### src/rtl/multdiv_ctrl.sv
// multdiv_ctrl: sequences one mult/div instruction at a time through the
// multicycle multiply/divide unit. It latches the operands, fires a start
// pulse, stalls decode while the unit runs, and writes the result or an
// exception code back through the shared regfile write port.
module multdiv_ctrl #(
  parameter int unsigned TIMEOUT      = 40,
  parameter int unsigned MUL_EXC_CODE = 4,
  parameter int unsigned DIV_EXC_CODE = 5,
  parameter int unsigned TIMEOUT_CODE = 6
) (
  input  logic        clock,
  input  logic        reset,
  input  logic        issue_valid,
  input  logic        issue_op,
  input  logic [4:0]  issue_rd,
  input  logic [31:0] issue_a,
  input  logic [31:0] issue_b,
  output logic        stall,
  output logic        md_ctrl_mult,
  output logic        md_ctrl_div,
  output logic [31:0] md_operand_a,
  output logic [31:0] md_operand_b,
  input  logic        md_result_rdy,
  input  logic [31:0] md_result,
  input  logic        md_exception,
  output logic        wb_req,
  output logic [4:0]  wb_rd,
  output logic [31:0] wb_data,
  input  logic        wb_grant,
  output logic        md_timeout
);

  localparam int unsigned CNT_W = (TIMEOUT > 1) ? $clog2(TIMEOUT) : 1;
  localparam logic [CNT_W-1:0] CNT_LAST = CNT_W'(TIMEOUT - 1);
  localparam logic [4:0] RSTATUS = 5'd30;

  typedef enum logic [1:0] {
    S_IDLE,
    S_START,
    S_BUSY,
    S_WB
  } state_e;

  state_e state_q, state_d;

  logic             op_q, op_d;
  logic [4:0]       rd_q, rd_d;
  logic [31:0]      a_q, a_d;
  logic [31:0]      b_q, b_d;
  logic [CNT_W-1:0] cnt_q, cnt_d;
  logic             mult_q, mult_d;
  logic             div_q, div_d;
  logic             wb_req_q, wb_req_d;
  logic [4:0]       wb_rd_q, wb_rd_d;
  logic [31:0]      wb_data_q, wb_data_d;
  logic             timeout_q, timeout_d;

  // State register.
  // NOTE: sequential state uses non-blocking (<=) so every flop samples
  // pre-edge values; blocking here would create order-dependent races.
  always_ff @(posedge clock or negedge reset) begin
    if (!reset) state_q <= S_IDLE;
    else        state_q <= state_d;
  end

  // Next-state decode.
  // NOTE: assigning a default before the case keeps every path driven,
  // so no latch is inferred for signals a branch forgets to assign.
  always_comb begin
    state_d = state_q;
    unique case (state_q)
      S_IDLE:  if (issue_valid) state_d = S_START;
      S_START: state_d = S_BUSY;
      S_BUSY: begin
        if (md_result_rdy) begin
          // A clean result aimed at r0 has nothing to write.
          state_d = (md_exception || (rd_q != 5'd0)) ? S_WB : S_IDLE;
        end else if (cnt_q == CNT_LAST) begin
          state_d = S_WB;
        end
      end
      S_WB:    if (wb_grant) state_d = S_IDLE;
      default: state_d = S_IDLE;
    endcase
  end

  // Next values for the latched instruction, counter and registered outputs.
  always_comb begin
    op_d      = op_q;
    rd_d      = rd_q;
    a_d       = a_q;
    b_d       = b_q;
    cnt_d     = cnt_q;
    mult_d    = 1'b0;
    div_d     = 1'b0;
    wb_req_d  = wb_req_q;
    wb_rd_d   = wb_rd_q;
    wb_data_d = wb_data_q;
    timeout_d = timeout_q;
    unique case (state_q)
      S_IDLE: begin
        if (issue_valid) begin
          op_d   = issue_op;
          rd_d   = issue_rd;
          a_d    = issue_a;
          b_d    = issue_b;
          // Registered here so the pulse coincides with the START cycle.
          mult_d = ~issue_op;
          div_d  = issue_op;
        end
      end
      S_START: cnt_d = '0;
      S_BUSY: begin
        if (md_result_rdy) begin
          // A ready result beats a timeout landing on the same cycle.
          if (md_exception) begin
            wb_req_d  = 1'b1;
            wb_rd_d   = RSTATUS;
            wb_data_d = op_q ? 32'(DIV_EXC_CODE) : 32'(MUL_EXC_CODE);
          end else if (rd_q != 5'd0) begin
            wb_req_d  = 1'b1;
            wb_rd_d   = rd_q;
            wb_data_d = md_result;
          end
        end else if (cnt_q == CNT_LAST) begin
          timeout_d = 1'b1;
          wb_req_d  = 1'b1;
          wb_rd_d   = RSTATUS;
          wb_data_d = 32'(TIMEOUT_CODE);
        end else begin
          // Leaves BUSY at CNT_LAST, so the increment never wraps.
          cnt_d = cnt_q + CNT_W'(1);
        end
      end
      S_WB:    if (wb_grant) wb_req_d = 1'b0;
      default: ;
    endcase
  end

  // Datapath and output registers.
  // NOTE: every flop here gets an async reset value, since a reset
  // mid-operation must leave no latched operands or pending write behind.
  always_ff @(posedge clock or negedge reset) begin
    if (!reset) begin
      op_q      <= 1'b0;
      rd_q      <= 5'd0;
      a_q       <= 32'd0;
      b_q       <= 32'd0;
      cnt_q     <= '0;
      mult_q    <= 1'b0;
      div_q     <= 1'b0;
      wb_req_q  <= 1'b0;
      wb_rd_q   <= 5'd0;
      wb_data_q <= 32'd0;
      timeout_q <= 1'b0;
    end else begin
      op_q      <= op_d;
      rd_q      <= rd_d;
      a_q       <= a_d;
      b_q       <= b_d;
      cnt_q     <= cnt_d;
      mult_q    <= mult_d;
      div_q     <= div_d;
      wb_req_q  <= wb_req_d;
      wb_rd_q   <= wb_rd_d;
      wb_data_q <= wb_data_d;
      timeout_q <= timeout_d;
    end
  end

  // Output decode; stall comes straight from the state flops, so it is glitch-free.
  always_comb begin
    stall        = (state_q != S_IDLE);
    md_ctrl_mult = mult_q;
    md_ctrl_div  = div_q;
    md_operand_a = a_q;
    md_operand_b = b_q;
    wb_req       = wb_req_q;
    wb_rd        = wb_rd_q;
    wb_data      = wb_data_q;
    md_timeout   = timeout_q;
  end

endmodule

### config.mk
export PLATFORM = sky130hd
export DESIGN_NAME = multdiv_ctrl
export DESIGN_NICKNAME = d
export VERILOG_FILES = /design/src/rtl/multdiv_ctrl.sv
export SDC_FILE = /design/constraint.sdc
export NUM_CORES = 1
export LEC_CHECK = 0
export CAP_MARGIN = 20
export CORE_UTILIZATION = 42
export CTS_CLUSTER_SIZE = 16
export DETAILED_ROUTE_END_ITERATION = 6
export GPL_ROUTABILITY_DRIVEN = 0
export PLACE_DENSITY = 0.9
export SYNTH_ARGS = -nofsm -noshare
export SYNTH_HDL_FRONTEND = slang
export SYNTH_SLANG_ARGS = --single-unit
### constraint.sdc
create_clock -name clock -period 2.3 [get_ports clock]
set_input_delay 0.345 -clock clock [delete_from_list [all_inputs] [get_ports clock]]
set_output_delay 0.345 -clock clock [all_outputs]
set_load 0.02 [all_outputs]
Yosys cells after proc, flatten, opt, wreduce, memory -nomap -nowiden
Cells that the tools add are included.

storage, ports and cells
  bits in registers = 119
  input port bits = 108
  output and inout bits = 106

cells by class
  bitwise gates (word level) = 2
  reduce and logical (&&, ||, !) cells = 13
  equality and inequality tests = 11
  $add $sub $neg = 1
  muxes and demuxes = 28

operators with widths
  cell                 count
  $mux 32              4
  $mux 5               4
  $mux 6               2
  $pmux 6 s2           1
  $reduce_and 3->1     4
  $mux 1               10
  $mux 2               5
  $ne 2x2->1 const B   4
  $pmux 2 s4           1
  $reduce_bool 2->1    4
  $add 6x1->6 const B  1
  $eq 6x6->1 const B   1
  $reduce_bool 5->1    1
  $eq 2x2->1 const B   2
  $ne 4x4->1 const B   1
  $reduce_and 4->1     1
  $ne 3x1->1 const B   1
  $ne 3x3->1 const B   1
  $eq 2x1->1 const B   1
  $logic_not 2->1      1
  $not 1->1            2
  $pmux 1 s2           1
  $reduce_and 2->1     1
  $logic_or 1x1->1     1

Logic depth before layout (Yosys ltp)
  depth after elaboration = 5
  gate-level depth with buffers = 7
  mapped depth without buffers = 5

Worst setup path before layout
Ideal clock, no wire load.

  path type = reg-to-reg
  from = register rd_q[2]
  to = register state_q[0]
  arrival = 1.672 ns
  slack = 0.497 ns
  buffers on the path = 1
  required time = 2.169 ns
  period minus slack after synthesis = 1.803 ns
  cell stages (with the launch flop) = 6
  path through = dfrtp_1 -> or4_4 -> nor3b_2 -> nor3_1 -> buf_6 -> or3_1

on the way
  cells in the longest elaborated chain, start to end = 5

ends and longest elaborated chain
  item                    line  source
  from (decl)             47    logic [4:0] rd_q, rd_d;
  from (signal assigned)  158   rd_q <= rd_d;
  $reduce_bool 5->1       77    state_d = (md_exception || (rd_q != 5'd0)) ? S_WB : S_IDLE;
  $logic_or 1x1->1        77
  $mux 2                  77
  $mux 2                  75    if (md_result_rdy) begin
  $pmux 2 s4              71    unique case (state_q)
  to (signal assigned)    63    else state_q <= state_d;
  to (decl)               44    state_e state_q, state_d;

Every way passes these cells.
A chain may end at the register's enable or synchronous reset.

Worst setup path after layout
  from = register state_q[0]
  to = output port stall

on the way
  cells in the longest elaborated chain, start to end = 1

ends and longest elaborated chain
  item               line  source
  $reduce_bool 2->1  173   stall = (state_q != S_IDLE);
  to (decl)          18    output logic stall,

Every way passes these cells.

==> reports/summary.md <==
The routed wire length per instance was 15.1 um. The slowest stage of the critical path is the clkdlybuf4s50_1 cell. For this design the static power due to leakage is 3.65 nW. The tools report the count of yosys warnings during synthesis as 0. CTS built an H-tree with a depth of 4. In this run the register-to-register setup slack is 0.29 ns. Counting flops with a built-in enable in the synthesized netlist gives 0. For this block, the initial DRC count from the detailed router was 207. When the netlist entered floorplanning its net count stood at 628.

The overall overflow remaining after global route was 0; the detailed-route vias per instance was 4.89. The transition time of the tightest slew-check pin is 0.578 ns, and the required time reported for the critical path endpoint is 1.96 ns. The area of all placed cells without fillers is 7860 um2, and the largest vdd supply drop is 0.833 mV.

The die is 110 um wide. Before antenna repair, the detailed router went through 4 iterations. In this run the cell area measured after placement is 7260 um2. Entering global routing, the biggest net connects 58 pins. The count of buffers from port buffering was 213. The run gives 0.40 ns as the clock latency at the later pin of the worst-skew pair. The final number of hold-violating endpoints was 0; the number of vias in the routed layout was 4371. The library cell used most frequently in the layout, excluding fill and tap cells, is nand2_1.

Area growth from synthesis to final layout: 59.8%. The critical path in this run is classified as reg2out. Clock tree synthesis selected as its root buffer the cell clkbuf_16. The number of cells produced by synthesis was 519. The die outline height is 110 um.

The logs give 4371 for the via count of the first global-routing pass and 0 for the final-report max-slew violation count. The endpoint identified for the worst register-to-register timing path is wb_data[14]$_DFFE_PN0P_. Detailed placement finished with a half-perimeter wire length of 9.48 mm.

At the worst endpoint, the arrival time is 1.74 ns. The worst path needs 2.09 ns of the cycle, external delays included. The clock drives 119 sinks. The signal on the critical path passes through nor2_2 > inv_1 > clkdlybuf4s50_1.

After routing, the total negative slack on setup checks comes to 0 ns. The global router's overall resource usage is 22.8%. Kind of path behind the tightest hold check: in2async.

For this configuration, the core starts out at a cell density of 43.1%. Number of antenna-violating nets in the routed design: 0. The pre-CTS worst setup slack was 0.174 ns. The total area inside the core boundary comes to 11400 um2. In this run the tightest slew margin relative to its limit is 60.9%.

For the total placed cells including tap cells, the log shows 860. TritonCTS built the clock tree. Of all nets on the critical path, the largest fanout is 7. After detailed routing, the number of remaining DRC violations is 0.

Of the available clock period, the critical path in the final layout requires 90.8%. The top cell types in the final layout, fill and taps aside, are nand2_1, clkdlybuf4s50_1, dfrtp_1. Sequential cells were found to cover 60.6% of the synthesized design area. The I/O pin total was 214; the total wire length after detailed routing was 13.4 mm.

The logs give 0 for the number of max-cap violations and 0 for the number of setup violations in the final report. The flow ran to the end, and the final reports show no timing, DRC or antenna violations. Derived from the worst setup path, the maximum achievable clock frequency is 479 MHz. The global-route wire length before repair came out at 20.9 mm.

For this run, asynchronously set or reset flops after synthesis account for 100%. Clock tree synthesis inserted a total of 17 buffers. Clock-pin slew was measured on the worst setup and hold paths at 0.06 ns.

The power density over the cells is 1420 nW/um2, and the final standard cell utilization of the core is 68.8%. The most used flip-flop cell after synthesis is dfrtp_1. Leaving out filler cells and counting taps, the final layout contains 893. The logs give 39 for the placement row count and 0.00785 ns for the clock tree skew after final layout. The worst setup path is captured at an output pin. The final layout contains 846 nets. Setup repair after global routing left no endpoint under its margin. The tools report the number of unique standard cell types used by synthesis as 39. Cells with a size suffix above 1 make up 6.93% of the layout. The synthesized flop and latch total works out to 119. The launching element type of the critical path was a register.

The synthesized cell area was 4920 um2. The startpoint identified for the worst register-to-register timing path is cnt_q[0]$_DFFE_PN0P_. For the worst flop-to-flop path, the logic depth is 6. For the maximum buffer depth of the clock tree, the log shows 2.

The average cell area after synthesis works out to 9.47 um2. The repair_antennas step left the layout with diodes totalling 0. Once routing completed, OpenROAD measured the worst setup slack at 0.211 ns. The number of antenna violations at the first check in global routing was 0; the overall die area was 12100 um2.

In this design, the stage delay of the slowest critical-path cell is 0.54 ns.
-- sequential cells by signal (all words and copies together) (netlist names) --
signal        count
md_operand_a     32
md_operand_b     32
wb_data          32
cnt_q             6
rd_q              5
wb_rd             5
state_q           2
md_ctrl_div       1
md_ctrl_mult      1
md_timeout        1
op_q              1
wb_req            1
-- where the power goes --
group	switching (W)	total [W]	leakage, nW	internal (W)
logic	0.00262	0.00494	1.87	0.00232
registers	0.000569	0.00361	1.51	0.00304
clock network	0.000932	0.00258	0.278	0.00165
-- cells in the mapped netlist, types with 2 or more instances --
cell type / number / share of area (%)
a21o_1: 3 / 0.46
buf_2: 3 / 0.31
mux2_1: 5 / 1.1
nor2_1: 8 / 0.61
inv_1: 32 / 2.4
buf_6: 3 / 0.69
o21ai_1: 4 / 0.41
nor2b_1: 5 / 0.64
nor3_1: 2 / 0.20
mux2i_1: 32 / 6.5
clkbuf_1: 20 / 1.5
nand3_1: 3 / 0.31
nand2_1: 246 / 19
nand2b_1: 8 / 1.0
o211ai_1: 2 / 0.31
dfrtp_1: 119 / 61
a32oi_1: 2 / 0.36
-- metal layers --
layer,track usage (%),part of all wire [%]
met1,26.3,39
met2,38.9,51
met3,7.47,8.5
met4,9.96,1.9
met5,0,0
-- worst max-delay path: cells and delay by family (launching register included) --
kind	cells	cell delay [ns]
buf+inv	2	0.61
flops	1	0.46
simple gates	1	0.27
-- worst max-delay path by stage --
stage	cells after the start	start	slack [ns]	endpoint
after floorplan	5	rd_q[2]$_DFFE_PN0P_	0.50	state_q[0]$_DFFE_PN0P_
after global placement	7	md_result_rdy	0.31	wb_data[19]$_DFFE_PN0P_
after detailed placement	7	md_exception	0.17	wb_data[17]$_DFFE_PN0P_
after CTS	3	state_q[0]$_DFFE_PN0P_	0.08	stall
after global routing	3	state_q[0]$_DFFE_PN0P_	0.14	stall
final	3	state_q[0]$_DFFE_PN0P_	0.21	stall
-- repair_timing --
| item | 4_1_cts | 5_1_grt |
|---|---|---|
| gates resized for setup | 0 | 1 |
| setup endpoints to repair | 0 | 1 |
| hold endpoints to repair | 38 | 0 |
| buffers inserted | 0 | 0 |
| hold buffers | 1 | 0 |
-- through the flow --
stage | hold slack [ns] | power (W)
after floorplan | 0.0494 | 0.00602
after global placement | 0.362 | 0.00837
after detailed placement | 0.372 | 0.00856
after CTS | 0.459 | 0.0112
after global routing | 0.471 | 0.0118
final | 0.470 | 0.0111
-- cell type report --
cell class	count	area [um2]
inverters	32	120
clock buffers	20	457
multi-input cells	341	1700
well taps	143	179
clock inverters	12	128
flip-flops and latches	119	2980
fillers	837	3560
repair buffers	226	2290
-- cells by family (layout without fill, tap and decap cells) --
kind of cell / after synthesis / count (layout) / share of synthesized area, %
AO/OA/AOI/OAI: 21 / 21 / 3.21
adder cells (fa/ha/maj): 1 / 1 / 0.254
buffers and inverters: 59 / 290 / 5.04
flip-flops: 119 / 119 / 60.6
multiplexers: 37 / 37 / 7.66
AND/OR/NAND/NOR: 282 / 282 / 23.3
(Power assumes the default switching activity.)
